## src/rtl/vram_arbiter.sv

```systemverilog
// vram_arbiter: shares the single VRAM port between the MPU and the renderer (renderer priority,
// MPU starvation guard, tagged read return). Optional build macro: VRAM_ARB_BLANK_ONLY_EN.
module vram_arbiter #(
  parameter int ADDR_WIDTH    = 16,
  parameter int DATA_WIDTH    = 16,
  parameter int READ_LATENCY  = 2,
  parameter int MAX_REN_BURST = 8
) (
  input  logic                  clk,
  input  logic                  _reset,
  input  logic                  mpu_req,
  input  logic                  mpu_wr,
  input  logic [1:0]            mpu_be,
  input  logic [ADDR_WIDTH-1:0] mpu_addr,
  input  logic [DATA_WIDTH-1:0] mpu_wdata,
  output logic                  mpu_ack,
  output logic                  mpu_rvalid,
  output logic [DATA_WIDTH-1:0] mpu_rdata,
  input  logic                  ren_req,
  input  logic [ADDR_WIDTH-1:0] ren_addr,
  output logic                  ren_ack,
  output logic                  ren_rvalid,
  output logic [DATA_WIDTH-1:0] ren_rdata,
  input  logic                  blank,
  output logic                  vram_en,
  output logic                  vram_rd,
  output logic                  vram_wr,
  output logic [1:0]            vram_be,
  output logic [ADDR_WIDTH-1:0] vram_addr,
  output logic [DATA_WIDTH-1:0] vram_data_out,
  input  logic [DATA_WIDTH-1:0] vram_data_in
);

  localparam int LAT = READ_LATENCY;

  logic                  ren_win, mpu_win;
  logic [7:0]            starve_q, starve_d;
  logic                  vram_en_q, vram_en_d, vram_rd_q, vram_rd_d, vram_wr_q, vram_wr_d;
  logic [1:0]            vram_be_q, vram_be_d;
  logic [ADDR_WIDTH-1:0] vram_addr_q, vram_addr_d;
  logic [DATA_WIDTH-1:0] vram_data_out_q, vram_data_out_d;
  logic [LAT-1:0]        tag_v_q, tag_v_d, tag_o_q, tag_o_d;
  logic                  mpu_rvalid_q, mpu_rvalid_d, ren_rvalid_q, ren_rvalid_d;
  logic [DATA_WIDTH-1:0] mpu_rdata_q, mpu_rdata_d, ren_rdata_q, ren_rdata_d;

  // Handshake: a requester holds req and its qualifiers until ack; ack is the same-cycle
  // grant and the VRAM access issues on the closing clock edge of that cycle.
`ifdef VRAM_ARB_BLANK_ONLY_EN
  logic unused_starve;
  assign unused_starve = ^starve_q;
  assign ren_win = ren_req;
  assign mpu_win = mpu_req && blank && !ren_win;
`else
  localparam logic [7:0] MAX_BURST = 8'(MAX_REN_BURST);
  logic unused_blank;
  assign unused_blank = blank;
  assign ren_win = ren_req && !(mpu_req && (starve_q == MAX_BURST));
  assign mpu_win = mpu_req && !ren_win;
`endif

  assign mpu_ack = mpu_win;
  assign ren_ack = ren_win;

  always_comb begin
    vram_en_d       = 1'b0;
    vram_rd_d       = 1'b0;
    vram_wr_d       = 1'b0;
    vram_be_d       = 2'b00;
    vram_addr_d     = vram_addr_q;
    vram_data_out_d = vram_data_out_q;
    if (ren_win) begin
      vram_en_d       = 1'b1;
      vram_rd_d       = 1'b1;
      vram_be_d       = 2'b11;
      vram_addr_d     = ren_addr;
      vram_data_out_d = '0;
    end else if (mpu_win) begin
      vram_en_d       = 1'b1;
      vram_rd_d       = !mpu_wr;
      vram_wr_d       = mpu_wr;
      vram_be_d       = mpu_be;
      vram_addr_d     = mpu_addr;
      vram_data_out_d = mpu_wdata;
    end

`ifdef VRAM_ARB_BLANK_ONLY_EN
    starve_d = '0;
`else
    if (!mpu_req || mpu_win)                    starve_d = '0;
    else if (ren_win && starve_q < MAX_BURST)   starve_d = starve_q + 8'd1;
    else                                        starve_d = starve_q;
`endif

    // Tag owner bit: 1 = MPU, 0 = renderer. Writes never enter the pipeline.
    tag_v_d[0] = ren_win || (mpu_win && !mpu_wr);
    tag_o_d[0] = mpu_win;
    for (int i = 1; i < LAT; i++) begin
      tag_v_d[i] = tag_v_q[i-1];
      tag_o_d[i] = tag_o_q[i-1];
    end

    mpu_rvalid_d = tag_v_q[LAT-1] && tag_o_q[LAT-1];
    ren_rvalid_d = tag_v_q[LAT-1] && !tag_o_q[LAT-1];
    mpu_rdata_d  = mpu_rvalid_d ? vram_data_in : mpu_rdata_q;
    ren_rdata_d  = ren_rvalid_d ? vram_data_in : ren_rdata_q;
  end

  always_ff @(posedge clk or negedge _reset) begin
    if (!_reset) begin
      starve_q        <= '0;
      vram_en_q       <= 1'b0;
      vram_rd_q       <= 1'b0;
      vram_wr_q       <= 1'b0;
      vram_be_q       <= 2'b00;
      vram_addr_q     <= '0;
      vram_data_out_q <= '0;
      tag_v_q         <= '0;
      tag_o_q         <= '0;
      mpu_rvalid_q    <= 1'b0;
      ren_rvalid_q    <= 1'b0;
      mpu_rdata_q     <= '0;
      ren_rdata_q     <= '0;
    end else begin
      starve_q        <= starve_d;
      vram_en_q       <= vram_en_d;
      vram_rd_q       <= vram_rd_d;
      vram_wr_q       <= vram_wr_d;
      vram_be_q       <= vram_be_d;
      vram_addr_q     <= vram_addr_d;
      vram_data_out_q <= vram_data_out_d;
      tag_v_q         <= tag_v_d;
      tag_o_q         <= tag_o_d;
      mpu_rvalid_q    <= mpu_rvalid_d;
      ren_rvalid_q    <= ren_rvalid_d;
      mpu_rdata_q     <= mpu_rdata_d;
      ren_rdata_q     <= ren_rdata_d;
    end
  end

  assign vram_en       = vram_en_q;
  assign vram_rd       = vram_rd_q;
  assign vram_wr       = vram_wr_q;
  assign vram_be       = vram_be_q;
  assign vram_addr     = vram_addr_q;
  assign vram_data_out = vram_data_out_q;
  assign mpu_rvalid    = mpu_rvalid_q;
  assign mpu_rdata     = mpu_rdata_q;
  assign ren_rvalid    = ren_rvalid_q;
  assign ren_rdata     = ren_rdata_q;

endmodule

```

## config.mk

```make
export PLATFORM = sky130hd
export DESIGN_NAME = vram_arbiter
export DESIGN_NICKNAME = d
export VERILOG_FILES = /design/src/rtl/vram_arbiter.sv
export SDC_FILE = /design/constraint.sdc
export NUM_CORES = 1
export LEC_CHECK = 0
export CAP_MARGIN = 20
export CORE_MARGIN = 5
export CORE_UTILIZATION = 42
export DETAILED_ROUTE_END_ITERATION = 7
export PLACE_DENSITY = 0.8
export SLEW_MARGIN = 5
export SYNTH_ARGS = -nofsm -noshare
export SYNTH_HDL_FRONTEND = slang
export SYNTH_SLANG_ARGS = --single-unit
```

## constraint.sdc

```tcl
create_clock -name clk -period 2.7 [get_ports clk]
set_input_delay 0.54 -clock clk [delete_from_list [all_inputs] [get_ports clk]]
set_output_delay 0.54 -clock clk [all_outputs]
set_load 0.01 [all_outputs]
```

==> summary.txt, run 1 <==
Power and ir drop
  • Clk network pwr share: 32.1%
  • Sequential Power Share: 45.8%
  • PD cells: approximately 600 nW/µm²
  • Net Sw Frac: around 24%
  • Sw power: ~750 µW
  • Tot Pwr: 3.09 mW
  • Maximum vdd drop: 0.313 mV
  • Comb power frac: between 20% and 30%
  • Internal power: about 2.3 mW
  • LEAKAGE: 2.23 nW

Timing
  • Fin. max-slew vios: 0
  • Clk_skew: 14.4 ps
  • Setup tns final: 0 ps
  • Tcrit/Tclk final: between 90% and 100%
  • Endpoints failing setup: 0
  • Final hold vios: 0
  • Period minus WS final: 2540 ps
  • Hold_ws: 103 ps
  • Max Freq: 0.394 GHz
  • Worst Tran Pin Value: about 770 ps
  • Worst relative slew slack: 48.4%
  • RSZ-0062 raised after global routing: false

Routing
  • DRT antenna net count: 0
  • DR pass1 iterations: 4
  • Initial drt markers: 47
  • Drt total wl: 8070 µm
  • Via/cell ratio: ~4.8
  • Routed vias: between 2000 and 2500
  • WL/cell: 16.5 µm
  • Drt drc: 0

Finish
  • # diodes: 0
  • Share of layout cells above drive strength 1: 25.6%
  • Multi-input gate area: 1230 µm²
  • Post-layout nets: about 460
  • Fin util: 66.5%
  • Reg area: 2050 µm²
  • Fill cells: between 500 and 600
  • Final non-filler cell total: 488
  • Area growth from synthesis to layout: 53.3%

Setup path
  • CP Data Arrival Time: 2000 ps
  • Critical-path top delay cell: or4_1
  • CP max stage delay: 570 ps
  • WP data required: 2160 ps
  • Startpoint Class: flip-flop
  • CP cell instances: or4_1 > o31ai_2 > and2_1 > dlygate4sd2_1
  • Max FO, Critical Path: 3
  • Setup CP Type: flip-flop to output pin
  • Critical path capture point type: output pin

Yosys
  • Sequential element share of the synthesized area: between 60% and 70%
  • Syn Nets: 305
  • Post-synthesis cell type count: 32
  • Yosys top cell by area: dfrtp_1
  • Avg Cell Area, Syn: about 15 µm²
  • Seq cells post-synth: 82
  • Top cells by count, synth: 82 x dfrtp_1, 60 x mux2_2, 16 x mux2i_1, 9 x nor2_4, 7 x nor2_1
  • Most used DFF post-synth: dfrtp_1
  • EDFF count, synth: 0
  • Post-synth ARST share: 100%
  • Most frequent cell after synthesis: dfrtp_1
  • Top cells by area, synth: dfrtp_1 61%, mux2_2 20%, mux2i_1 4.8%
  • Synthesized instance count: 231
  • Yosys warning total: 0
  • Netlist Area Pre-Place: approximately 3400 µm²
  • Synth top area share: 60.9%

GRT
  • Initial antenna violation count: 0
  • Grt total ovfl: 0
  • GRT Total Usage: between 15 and 20%
  • Vias in the first global route: 2475
  • First-pass GRT wire length: 12800 µm
  • Largest net degree at the start of global routing: 83

Die
  • Ports: 145
  • FP Rows: 32
  • Die width: about 100 µm
  • Die Y: 99.6 µm
  • Die area: 9920 µm²
  • Core Footprint: 7770 µm²
  • Initial Utilization: 43.4%

CTS
  • CTS tree: built
  • Clk buf depth: 2
  • Root Driver: clkbuf_8
  • Total CTS buffers: 9
  • Clock Pin Slew Worst Setup and Hold Paths: approximately 90 ps
  • CTS H-tree lvls: 3
  • CTS Sinks: between 80 and 90
  • Clk Latency, worst-skew pair: 340 ps

Place
  • Placed cell count: 470
  • I/O Buffers: 143
  • Detail Placement HPWL: 5960 µm
  • Gpl congestion: between 0.7 and 0.8

Outcome
  • Status: completed

Hold path
  • HP Class: primary input to async pin

Flow run
  • Max cap viols: 0
==> path summary, 6_finish.rpt <==
kind,to,cells after the start,slack (ps),from
max,mpu_ack,4,160,starve_q[6]
min,vram_data_out[10],1,100,_reset
max reg2reg,vram_addr[10],5,580,starve_q[6]
min reg2reg,tag_o_q[1],0,360,tag_o_q[0]
max in group asynchronous,starve_q[7],2,2000,_reset
min in group clk,tag_o_q[1],0,360,tag_o_q[0]
==> cell families (layout without fill, tap and decap cells) <==
group / count (synthesis) / in the layout / synth area share, %
AO/OA/AOI/OAI: 11 / 11 / 1.93
adder cells (fa/ha/maj): 2 / 2 / 0.742
buffers and inverters: 18 / 173 / 2.86
flip-flops: 82 / 82 / 60.9
multiplexers: 80 / 80 / 26.1
AND/OR/NAND/NOR: 38 / 38 / 7.46
==> layout make-up <==
| class | count | share of cell area [%] |
|---|---|---|
| clock buffer | 10 | 2.66 |
| clock inverter | 6 | 1.74 |
| inverter | 6 | 0.484 |
| multi-input combinational | 131 | 23.9 |
| sequential | 82 | 39.7 |
| tap | 102 | 2.47 |
| timing repair buffer | 151 | 29.0 |
==> worst max-delay path: cells and delay by family, from the launching register on <==
family / cells / cell delay, ps
AND/OR/NAND/NOR: 2 / 760
flip-flops: 1 / 390
buffers and inverters: 1 / 270
AO/OA/AOI/OAI: 1 / 250
==> power groups by stage <==
stage	logic (mW)	registers, mW	clock network [mW]
2_1_floorplan	0.202	1.50	0
5_1_grt	0.729	1.43	1.07
4_1_cts	0.690	1.41	1.02
3_3_place_gp	0.673	1.43	0
6_report	0.682	1.41	0.990
3_5_place_dp	0.687	1.44	0
==> through the flow <==
stage                     worst slack [ps]  instance area [µm²]
after floorplan                        617                 3370
after detailed placement               195                 4900
final                                  161                 5170
after CTS                              141                 5140
after global routing                  41.3                 5170
after global placement                 214                 4900
==> flip-flops by register name (all words and copies together), names as in the netlist <==
signal	flops
mpu_rdata	16
ren_rdata	16
vram_addr	16
vram_data_out	16
starve_q	8
tag_o_q	2
tag_v_q	2
vram_be	2
mpu_rvalid	1
ren_rvalid	1
vram_en	1
vram_wr	1
==> cell usage in the layout, fill, tap and decap left out, types with 2 or more instances in the layout <==
cell and n:
a21oi_1 4, and3_1 5, buf_4 8, bufinv_16 2, clkbuf_8 10, clkdlybuf4s50_1 139, clkinv_4 2, dfrtp_1 82
dlygate4sd2_1 2, ha_1 2, inv_1 5, mux2_1 4, mux2_2 60, mux2i_1 16, nand2_1 6, nand3_1 2
nor2_1 7, nor2_4 9, o21ai_0 4
==> per-layer routing <==
layer	global-route usage, %	vias to the layer above	part of all wire, %
met5	0	-	0
met4	5.04	0	1.1
met3	7.29	9	11
met2	27.0	115	47
met1	19.8	1127	41
li1	-	1108	-
==> timing repair <==
action | in CTS | in global routing
buffers inserted | 1 | 0
setup endpoints to repair | 2 | 0
resized for setup | 4 | 0
hold buffers | 0 | 0
No activity file was read; power rests on OpenSTA's default activity.
==> run 2, diff against run 1 <==
- CORE_UTILIZATION: 42 -> 40
- PLACE_DENSITY: 0.8 -> 0.76
==> run 2 against run 1 <==
Die area increased by 4.5%; sequential cell count unchanged; clock power decreased by 14%; worst hold slack improved by 20 ps; routed wire length decreased by 2.1%; global-route usage decreased by 0.76 points; utilization decreased by 4.4 points; cell count increased by 0.20%; first-iteration DRC count decreased by 23%; power decreased by 4.6%; worst setup slack improved by 1.6 ps.
==> summary.txt, run 2 (synthesis results as in run 1) <==
Finish
  • # diodes: 0 (unchanged)
  • Area growth from synthesis to layout: 51.5% (was 53.3%)
  • Post-layout nets: 453 (was 455)
  • Fill cells: 680 (was 596)
  • Share of layout cells above drive strength 1: 25.0% (was 25.6%)
  • Most frequent cells in the layout: 139 x clkdlybuf4s50_1, 82 x dfrtp_1, 60 x mux2_2 (unchanged)
  • Commonest non-fill, non-tap cell in the layout: clkdlybuf4s50_1 (unchanged)

Timing
  • Clk_skew: 9.90 ps (was 14.4 ps)
  • Final hold vios: 0 (unchanged)
  • Tcrit/Tclk final: 94.0% (about the same)
  • Endpoints failing setup: 0 (unchanged)
  • Fin. max-slew vios: 0 (unchanged)
  • Setup tns final: 0 ps (unchanged)
  • Max Freq: 0.394 GHz (about the same)
  • RSZ-0062 raised after global routing: false (unchanged)
  • Period minus WS final: 2540 ps (about the same)
  • Final setup margin: 162 ps (was 161 ps)
  • Worst Tran Pin Value: 784 ps (was 773 ps)
  • Worst relative slew slack: 47.6% (was 48.4%)

Setup path
  • WP data required: 2160 ps (about the same)
  • Max FO, Critical Path: 6 (was 3)
  • Setup CP Type: flip-flop to output pin (unchanged)
  • Worst r2r dst: vram_addr[11] (was vram_addr[10])
  • Worst reg2reg path depth: 5 (unchanged)
  • Critical path capture point type: output pin (unchanged)
  • R2r setup slk: 570 ps (was 580 ps)
  • Critical Path Start: starve_q[6] (unchanged)
  • Startpoint Class: flip-flop (unchanged)
  • Worst r2r src: starve_q[6] (unchanged)
  • CP Data Arrival Time: 2000 ps (about the same)

CTS
  • Clk buf depth: 2 (unchanged)
  • Resize count post-CTS: 4 (unchanged)
  • Total CTS buffers: 9 (unchanged)
  • Clock Pin Slew Worst Setup and Hold Paths: 80 ps (was 90 ps)
  • Clk Latency, worst-skew pair: 350 ps (was 340 ps)
  • CTS H-tree lvls: 3 (unchanged)
  • Hold_buf cts: 0 (unchanged)
  • CTS tree: built (unchanged)
  • CTS Sinks: 82 (unchanged)
  • Root Driver: clkbuf_8 (unchanged)
  • Setup Buffers After CTS: 0 (was 1)

Place
  • Detail Placement HPWL: 5930 µm (was 5960 µm)
  • I/O Buffers: 143 (unchanged)
  • Gpl congestion: 0.771 (was 0.744)
  • Setup WS pre-CTS: 223 ps (was 195 ps)

Routing
  • Via/cell ratio: 4.80 (was 4.83)
  • WL/cell: 16.2 µm (was 16.5 µm)
  • Drt drc: 0 (unchanged)
  • Drt total wl: 7910 µm (was 8070 µm)
  • DRT antenna net count: 0 (unchanged)
  • DR pass1 iterations: 4 (unchanged)
  • Routed vias: 2345 (was 2359)
  • Initial drt markers: 36 (was 47)

Power and ir drop
  • Comb power frac: 23.0% (was 22.1%)
  • PD cells: 576 nW/µm² (was 597 nW/µm²)
  • Maximum vdd drop: 0.262 mV (was 0.313 mV)
  • Clk network pwr share: 29.0% (was 32.1%)
  • Internal power: 2.20 mW (was 2.33 mW)
  • Net Sw Frac: 25.2% (was 24.5%)
  • LEAKAGE: 2.20 nW (was 2.23 nW)
  • Sequential Power Share: 48.0% (was 45.8%)
  • Sw power: 741 µW (was 755 µW)

Die
  • FP Rows: 33 (was 32)
  • Initial Utilization: 41.0% (was 43.4%)
  • Die width: 102 µm (was 99.6 µm)
  • Die Y: 102 µm (was 99.6 µm)
  • Core Footprint: 8220 µm² (was 7770 µm²)
  • Die area: 10400 µm² (was 9920 µm²)
  • Ports: 145 (unchanged)

Flow run
  • Max cap viols: 0 (unchanged)

GRT
  • Vias in the first global route: 2519 (was 2475)
  • First-pass GRT wire length: 12700 µm (was 12800 µm)
  • Initial antenna violation count: 0 (unchanged)
  • GRT Total Usage: 15.8% (was 16.5%)
  • Grt total ovfl: 0 (unchanged)
  • Largest net degree at the start of global routing: 50 (was 83)

Hold path
  • HP Class: primary input to async pin (unchanged)

Outcome
  • Status: completed (unchanged)
## run 2: cell types whose count changed in the layout (fill, tap and decap cells not counted)
cell,delta
clkinv_4,-2
clkinv_2,+3
buf_4,-2
buf_16,-1
bufinv_16,-1
clkbuf_1,+1
clkbuf_8,-1
buf_12,+1
## run 2: worst max-delay path, stage by stage (launching register included)
cell and delay [ps]:
dfrtp_1 380, or4_1 560, buf_4 190, o21ai_4 200
inv_4 50, dlygate4sd2_1 280
## run 2: per-layer routing
| metal | vias up | track usage [%] | wire (µm) | share of wire (%) |
|---|---|---|---|---|
| met5 | - | 0 | 0 | 0 |
| li1 | 1112 | - | - | - |
| met4 | 0 | 4.60 | 101 | 1.3 |
| met2 | 117 | 23.6 | 3420 | 43 |
| met1 | 1104 | 19.4 | 3190 | 40 |
| met3 | 12 | 9.23 | 1200 | 15 |
## run 2: through the flow
stage | area (µm²) | hold slack [ps] | util (%) | cells | power (mW)
after detailed placement | 4910 | 352 | 59.8 | 473 | 2.13
after global placement | 4910 | 340 | 59.8 | 473 | 2.11
final | 5110 | 123 | 62.2 | 489 | 2.94
after global routing | 5110 | 142 | 62.2 | 489 | 3.09
after floorplan | 3370 | 244 | - | 231 | 1.70
after CTS | 5110 | 127 | 62.2 | 489 | 2.99
## run 2: worst max-delay path by stage
stage | end | slack [ps] | cells after the start
2_1_floorplan | ren_ack | 620 | 6
3_3_place_gp | mpu_ack | 250 | 4
3_5_place_dp | mpu_ack | 220 | 4
4_1_cts | ren_ack | 130 | 5
5_1_grt | mpu_ack | 50 | 4
6_report | ren_ack | 160 | 5
## run 2: power by group through the flow
stage               Sequential (mW)  Combinational, mW  Clock, mW
finish                         1.41              0.677      0.852
global route                   1.43              0.726      0.934
CTS                            1.41              0.691      0.880
detailed placement             1.44              0.689          0
global placement               1.43              0.679          0
floorplan                      1.50              0.202          0
## run 2: area by class of cell
class,count,area [µm²],share of cell area (%)
clock buffer,10,128,2.50
tap,105,131,2.57
timing repair buffer,149,1480,29.0
sequential,82,2050,40.2
multi-input combinational,131,1230,24.2
clock inverter,6,57.6,1.13
inverter,6,25.0,0.490
